==> config.mk <==
export PLATFORM = sky130hd
export DESIGN_NAME = ins_fetch
export DESIGN_NICKNAME = d
export VERILOG_FILES = /design/src/rtl/ins_fetch_pkg.sv /design/src/rtl/ins_fetch_rom.sv /design/src/rtl/ins_fetch.sv
export SDC_FILE = /design/constraint.sdc
export NUM_CORES = 1
export LEC_CHECK = 0
export ABC_AREA = 0
export ABC_CLOCK_PERIOD_IN_PS = 7270
export CAP_MARGIN = 20
export CORE_MARGIN = 4
export CORE_UTILIZATION = 30
export DETAILED_ROUTE_END_ITERATION = 16
export GPL_ROUTABILITY_DRIVEN = 0
export RECOVER_POWER = 50
export SYNTH_ARGS = -nofsm -noshare
export SYNTH_HDL_FRONTEND = slang
export SYNTH_HIERARCHICAL = 1
export SYNTH_SLANG_ARGS = --single-unit
==> constraint.sdc <==
create_clock -name clk -period 7.27 [get_ports clk]
set_input_delay 1.454 -clock clk [delete_from_list [all_inputs] [get_ports clk]]
set_output_delay 1.454 -clock clk [all_outputs]
set_load 0.02 [all_outputs]
==> src/rtl/ins_fetch_pkg.sv <==
// Shared definitions for the instruction fetch unit: opcodes that redirect
// the pc, default memory depth and the fetch FSM state type.
package ins_fetch_pkg;

    localparam int ADDR_W        = 3;
    localparam int DATA_W        = 32;
    localparam int DEFAULT_DEPTH = 8;

    localparam logic [5:0] OP_J   = 6'd2;
    localparam logic [5:0] OP_JAL = 6'd3;

    typedef enum logic [1:0] {
        IDLE = 2'd0,
        RUN  = 2'd1,
        DONE = 2'd2
    } state_t;

endpackage

==> src/rtl/ins_fetch_rom.sv <==
// Program store: synchronous write port used for loading, combinational
// read port addressed by the fetch pc. Contents survive reset.
module ins_rom
    import ins_fetch_pkg::*;
#(
    parameter int DEPTH = DEFAULT_DEPTH
) (
    input  logic              clk,
    input  logic              we,
    input  logic [ADDR_W-1:0] waddr,
    input  logic [DATA_W-1:0] wdata,
    input  logic [ADDR_W-1:0] raddr,
    output logic [DATA_W-1:0] rdata
);

    logic [DATA_W-1:0] mem [DEPTH];

    always_ff @(posedge clk) begin
        if (we) begin
            mem[waddr] <= wdata;
        end
    end

    assign rdata = mem[raddr];

endmodule

==> src/rtl/ins_fetch.sv <==
// Instruction fetch unit: streams words from a loadable program store to a
// ready/valid consumer, following J/JAL redirects, until end of memory or a fetch limit.
module ins_fetch
    import ins_fetch_pkg::*;
#(
    parameter int DEPTH     = DEFAULT_DEPTH,
    parameter int MAX_FETCH = 15
) (
    input  logic              clk,
    input  logic              rst,
    input  logic              start,
    input  logic              ld_en,
    input  logic [ADDR_W-1:0] ld_addr,
    input  logic [DATA_W-1:0] ld_data,
    output logic              out_valid,
    input  logic              out_ready,
    output logic [DATA_W-1:0] out_instr,
    output logic [ADDR_W-1:0] out_pc,
    output logic [3:0]        fetch_count,
    output logic              done
);

    state_t            state;
    logic [ADDR_W-1:0] pc;
    logic              end_flag;
    logic [DATA_W-1:0] rom_data;
    logic              rom_we;
    logic              slot_free;
    logic [3:0]        next_pc;
    logic [3:0]        fc_next;
    logic              end_next;

    ins_rom #(.DEPTH(DEPTH)) u_rom (
        .clk   (clk),
        .we    (rom_we),
        .waddr (ld_addr),
        .wdata (ld_data),
        .raddr (pc),
        .rdata (rom_data)
    );

    // next pc is one bit wider than pc so that stepping past the last word is visible
    always_comb begin
        rom_we    = (state == IDLE) && ld_en;
        slot_free = !out_valid || out_ready;
        fc_next   = fetch_count + 4'd1;
        if (rom_data[31:26] == OP_J || rom_data[31:26] == OP_JAL) begin
            next_pc = {1'b0, rom_data[2:0]};
        end else begin
            next_pc = {1'b0, pc} + 4'd1;
        end
        end_next = (next_pc == 4'(DEPTH)) || (fc_next == 4'(MAX_FETCH));
    end

    always_ff @(posedge clk or posedge rst) begin
        if (rst) begin
            state       <= IDLE;
            pc          <= '0;
            end_flag    <= 1'b0;
            out_valid   <= 1'b0;
            out_instr   <= '0;
            out_pc      <= '0;
            fetch_count <= '0;
            done        <= 1'b0;
        end else begin
            case (state)
                IDLE, DONE: begin
                    if (start) begin
                        state       <= RUN;
                        pc          <= '0;
                        end_flag    <= 1'b0;
                        out_valid   <= 1'b0;
                        fetch_count <= '0;
                        done        <= 1'b0;
                    end
                end
                RUN: begin
                    // with end_flag set, a free slot means the final word was just taken
                    if (slot_free) begin
                        if (!end_flag) begin
                            out_instr   <= rom_data;
                            out_pc      <= pc;
                            out_valid   <= 1'b1;
                            fetch_count <= fc_next;
                            pc          <= next_pc[ADDR_W-1:0];
                            end_flag    <= end_next;
                        end else begin
                            out_valid <= 1'b0;
                            done      <= 1'b1;
                            state     <= DONE;
                        end
                    end
                end
                default: state <= IDLE;
            endcase
        end
    end

endmodule
==> flow_summary_export.csv, run 1 <==
group,metric,value,unit
outcome,status,"complete, but fails checks",
outcome,violations,"max-capacitance violations, max-slew violations",
route,viasPerCell,4.62,
timing,rsz0062_at_grt,"false",
yosys,ys_seq_area_frac,0.744,
setup_path,critPathMaxFanout,47,
place,dp_hpwl,14.1,mm
die,core,0.0389,mm^2
grt,grt_pass1_vias,6058,
setup_path,crit_required,6.86,ns
finish,syn2layout_area_growth,22.1,%
die,rows,72,
power,power_density,371,mW/mm^2
timing,setup_violations,0,
power,p_leak,5.00,nW
die,die_w,207,um
yosys,synth_warnings,6,
power,power,5.40,mW
yosys,syn_area_per_cell,19.8,um^2
yosys,yosys-top-cells-area,"edfxtp_1, dfrtp_1, mux4_1",
route,route.detailed.wl_per_inst,19.5,um
finish,layout-drive-gt1-share,0.192,
timing,fin_crit,4.43,ns
cts,ctsResizeCount,0,
place,portBuffers,80,
yosys,synth_area_leader_cell,"edfxtp_1",
worst_hold_path,hold_path_class,"reg -> reg",
yosys,syn_area,0.0119,mm^2
setup_path,crit_arrival,4.02,ns
timing,slew_headroom,-0.984,
place,place_area,0.0133,mm^2
cts,cts_tree,"built",
finish,layout_commonest_cell,"edfxtp_1",
cts,cts-root-buf,"clkbuf_16",
route,vias,5753,
finish,multi_input_area,0.00287,mm^2
setup_path,end_kind,"async pin",
timing,fin_setup_tns,0,ns
cts,clkSinkCount,303,
yosys,syn_inst,600,
timing,fin_skew,0.0124,ns
die,pin_count,81,
route,drtAntennaViolNets,0,
cts,post_cts_buffers,0,
cts,ctsHtreeMaxLevel,1,
die,die-area,0.0429,mm^2
cts,clk_pin_slew,0.06,ns
route,drt_iter0_drc,351,
die,start_util,0.306,
finish,layout_common_cells,"edfxtp_1, nand2_1, clkdlybuf4s50_1",
cts,cts-hold-fix-buffers,0,
power,ir_drop,0.190,mV
yosys,synth_nets,643,
grt,grt_max_degree,67,
finish,area.sequential,0.00887,mm^2
yosys,synth_edf_count,256,
timing,tightestPinTransition,2.98,ns
cts,clk_path_buf_depth,3,
timing,max_freq,0.226,GHz
yosys,synth_top_flop_cell,"edfxtp_1",
finish,post-route-util,0.374,
route,drt_wl_total,24.3,mm
grt,grt_remaining_overflow,0,
yosys,ys_types,40,
cts,clk-insertion-delay-late,0.57,ns
grt,antenna_found_initial,5,
yosys,async_flop_share,0.155,
route,drc_errors,0,
cts,cts_buffers,31,
timing,slew_violations,79,
timing,fin_crit_sh,0.609,
flow_run,drv_cap,2,
route,drtPass1Iterations,4,
finish,fill_cells,3593,
setup_path,crit_type,"in -> async",
yosys,ys_seq_elements,303,
finish,final_area,0.0145,mm^2
yosys,synth_top_area_share,0.646,
grt,grt_usage,0.111,
grt,grt_pass1_wl,37.9,mm
finish,nets,744,
setup_path,start_kind,"primary input",
timing,finalHoldViolCount,0,
die,die_h,207,um
-- state kept, by name, indices dropped and copies added, names as in the netlist --
signal       cells
out_instr       32
pc               3
fetch_count      4
done             1
state            2
out_pc           3
u_rom/mem      256
end_flag         1
out_valid        1
-- critical path, stage by stage --
cell and delay [ns]:
clkdlybuf4s50_1 0.40, clkinv_1 0.05, clkbuf_1 2.09
-- through the flow --
step | setup slack [ns] | std cells | hold WS (ns)
2_1_floorplan | 2.79 | 600 | 0.503
3_3_place_gp | 3.24 | 1181 | 0.461
3_5_place_dp | 3.32 | 1183 | 0.461
4_1_cts | 3.78 | 1240 | 0.480
5_1_grt | 1.95 | 1243 | 0.492
6_report | 2.84 | 1245 | 0.472
-- power breakdown --
part,leakage [nW],total [mW],internal [mW],switching [mW]
registers,2.88,2.21,2.04,0.170
clock network,0.551,1.75,1.09,0.660
logic,1.57,1.44,0.718,0.717
-- cell families (layout without fill, tap and decap cells) --
kind of cell             Yosys count  count (layout)  synth area share
adder cells (fa/ha/maj)            3               3           0.00315
flip-flops                       303             303             0.744
other                              0               2                 0
AO/OA/AOI/OAI                     21              21            0.0140
buffers and inverters             34             159            0.0193
AND/OR/NAND/NOR                  139             139            0.0508
multiplexers                     100             100             0.168
-- final timing paths --
path,end,start,slack (ns),depth (start not counted)
worst max-delay path,pc[0]$_DFFE_PP0P_,rst,2.84,3
worst min-delay path,out_instr[29]$_DFFE_PP0P_,out_instr[29]$_DFFE_PP0P_,0.47,2
worst max register to register,pc[2]$_DFFE_PP0P_,pc[0]$_DFFE_PP0P_,3.85,7
worst min register to register,out_instr[29]$_DFFE_PP0P_,out_instr[29]$_DFFE_PP0P_,0.47,2
max in group clk,fetch_count[3]$_DFFE_PP0P_,out_ready,3.06,6
min in group asynchronous,state[1]$_DFFE_PP0P_,rst,2.34,3
-- cell usage after synthesis (3+ instances only) --
master	count
nor2b_1	3
o21ai_0	4
mux4_2	24
nor3_1	4
mux2i_1	3
nand2b_1	4
ha_1	3
buf_1	3
a21o_1	3
nand2_1	107
dfrtp_1	47
mux4_1	40
edfxtp_1	256
inv_1	7
nor2_1	9
buf_6	12
mux2_2	32
buf_2	10
-- routing by layer --
layer  routed length [um]  track usage  vias up
li1                     -            -     2597
met1                11700        0.162     2989
met2                11000        0.172      131
met3                 1190       0.0240       36
met4                  436       0.0235        0
met5                    0            0        -
-- final cells by class --
| cell class | count | area share |
|---|---|---|
| flip-flops and latches | 303 | 0.610 |
| multi-input cells | 263 | 0.197 |
| repair buffers | 95 | 0.0678 |
| clock buffers | 37 | 0.0563 |
| well taps | 518 | 0.0446 |
| clock inverters | 20 | 0.0220 |
| inverters | 7 | 0.00181 |
| diodes | 2 | 0.000344 |
Note: power is estimated with default switching activity, not from simulation.
==> inputs of run 2 (changes only) <==
Settings changed: ABC_CLOCK_PERIOD_IN_PS 7270 to 4000.
Clock period 7.27 ns to 4 ns, I/O delays scaled along.
==> run 2 against run 1 <==
  * The run still ends with max-capacitance violations, max-slew violations left
  * Power is 72% higher
  * Cell area is 1.5% lower
  * Non-clock buffer count is 3 higher
  * Largest cell class unchanged
  * Setup slack worse by 1.8 ns
  * Critical path depth is 2 higher
  * First-iteration DRC count is 8.5% lower
  * Global-route usage is 0.065 points lower
  * Core utilization is 0.55 points lower
==> flow_summary_export.csv, run 2 (same netlist as run 1, synthesis figures left out) <==
group,metric,value,unit
finish,fill_cells,3622,
finish,syn2layout_area_growth,20.3,%
setup_path,crit_type,"in -> reg",
cts,cts_buffers,29,
cts,clk_pin_slew,0.06,ns
timing,tightestPinTransition,1.67,ns
setup_path,r2r_end,"pc[2]$_DFFE_PP0P_",
die,pin_count,81,
die,die_h,207,um
power,power_density,648,mW/mm^2
cts,cts_tree,"built",
flow_run,drv_cap,1,
timing,fin_skew,0.00829,ns
route,vias,5682,
finish,top_regs,"u_rom/mem: 256 flops, out_instr: 32 flops, fetch_count: 4 flops",
setup_path,crit_slowest_cell,"nor2_1",
setup_path,r2r_cells,6,
worst_hold_path,hold_path_class,"reg -> reg",
timing,setup_violations,0,
power,p_leak,4.91,nW
grt,grt_usage,0.110,
cts,ctsHtreeMaxLevel,1,
place,dp_hpwl,14.7,mm
route,drt_wl_total,24.2,mm
finish,layout_commonest_cell,"edfxtp_1",
cts,ctsResizeCount,0,
grt,grt_max_degree,46,
power,ir_drop,0.299,mV
timing,max_freq,0.338,GHz
worst_hold_path,min_from,"out_instr[27]$_DFFE_PP0P_",
timing,slew_violations,38,
worst_hold_path,hold_end,"out_instr[27]$_DFFE_PP0P_",
grt,antenna_found_initial,6,
route,viasPerCell,4.55,
route,route.detailed.wl_per_inst,19.4,um
setup_path,critPathMaxFanout,24,
cts,cts-root-buf,"clkbuf_16",
setup_path,crit_required,4.24,ns
timing,fin_crit_sh,0.740,
power,power,9.28,mW
die,rows,72,
cts,clk-insertion-delay-late,0.55,ns
cts,cts-hold-fix-buffers,0,
grt,grt_remaining_overflow,0,
setup_path,r2r_slack,1.15,ns
timing,rsz0062_at_grt,"false",
setup_path,slowest_delay,0.87,ns
die,die-area,0.0429,mm^2
finish,layout-drive-gt1-share,0.178,
setup_path,crit_arrival,3.20,ns
route,drc_errors,0,
die,start_util,0.306,
timing,fin_crit,2.96,ns
die,core,0.0389,mm^2
timing,slew_headroom,-0.117,
outcome,violations,"max-capacitance violations, max-slew violations",
timing,finalHoldViolCount,0,
finish,largest_reg_flops,256,
setup_path,cp_cell_sequence,"dlygate4sd3_1 > nor3b_1 > nand2_1 > nor2_1 > buf_12",
cts,clkSinkCount,303,
grt,grt_pass1_wl,37.2,mm
finish,post-route-util,0.368,
cts,post_cts_buffers,0,
route,drtPass1Iterations,4,
outcome,status,"complete, but fails checks",
cts,clk_path_buf_depth,3,
route,drt_iter0_drc,321,
finish,layout_common_cells,"edfxtp_1, nand2_1, clkdlybuf4s50_1",
finish,nets,745,
setup_path,start_kind,"primary input",
setup_path,end_kind,"flip-flop",
setup_path,r2r_start,"pc[0]$_DFFE_PP0P_",
worst_hold_path,holdPathStages,2,
place,portBuffers,80,
finish,largest-register,"u_rom/mem",
route,drtAntennaViolNets,0,
die,die_w,207,um
timing,fin_setup_tns,0,ns
grt,grt_pass1_vias,5940,
[run 2: changes by cell type in the layout (fill, tap and decap cells not counted), moves of 2 or more]
| cell | previous run | this run |
|---|---|---|
| buf_16 | 4 | 1 |
| buf_4 | 9 | 11 |
| clkbuf_1 | 6 | 11 |
| clkdlybuf4s50_1 | 47 | 45 |
| clkbuf_16 | 31 | 29 |
| clkinv_1 | 3 | 5 |
| diode_2 | 2 | 5 |
| buf_12 | 0 | 4 |
| bufinv_16 | 8 | 2 |
| clkinvlp_4 | 3 | 1 |
| dlygate4sd3_1 | 33 | 35 |
[run 2: final cells by class]
| cell class | count | area (um^2) | share of cell area |
|---|---|---|---|
| Inverter | 7 | 26.3 | 0.00183 |
| Clock inverter | 14 | 131 | 0.00917 |
| Antenna cell | 5 | 12.5 | 0.000873 |
| Tap cell | 518 | 648 | 0.0452 |
| Clock buffer | 40 | 787 | 0.0549 |
| Multi-Input combinational cell | 263 | 2850 | 0.199 |
| Timing Repair Buffer | 98 | 998 | 0.0697 |
| Sequential cell | 303 | 8870 | 0.619 |
[run 2: report_power, final]
part           leakage (nW)  switching [mW]  internal, mW
registers              2.88           0.344          3.71
clock network         0.448            1.12          1.51
logic                  1.58            1.28          1.32
[run 2: through the flow]
step / instance area [um^2] / instances / hold slack (ns) / setup WS [ns]
final: 14300 / 1248 / 0.472 / 1.04
after global routing: 14300 / 1245 / 0.508 / 0.922
after detailed placement: 13400 / 1188 / 0.465 / 0.902
after floorplan: 11900 / 600 / 0.503 / 0.175
after global placement: 13400 / 1188 / 0.464 / 0.883
after CTS: 14300 / 1242 / 0.481 / 1.08
[run 2: worst max-delay path: cells and delay by family]
family	cells	cell delay, ns
AND/OR/NAND/NOR	3	1.57
buffers and inverters	2	0.82
[run 2: worst max-delay path by stage]
stage	slack [ns]	from	end	cells after the start
CTS	1.08	pc[0]$_DFFE_PP0P_	pc[2]$_DFFE_PP0P_	5
finish	1.04	ld_en	u_rom/mem[5][21]$_DFFE_PP_	5
global placement	0.88	ld_en	u_rom/mem[6][23]$_DFFE_PP_	5
global route	0.92	ld_en	u_rom/mem[5][12]$_DFFE_PP_	5
floorplan	0.18	ld_en	u_rom/mem[0][0]$_DFFE_PP_	3
detailed placement	0.90	ld_en	u_rom/mem[7][16]$_DFFE_PP_	5
[run 2: per-layer routing]
layer / global-route usage / wire (um) / up-vias
met5: 0 / 13 / -
met2: 0.174 / 11100 / 105
li1: - / - / 2600
met4: 0.0171 / 222 / 2
met3: 0.0292 / 1170 / 25
met1: 0.158 / 11600 / 2950
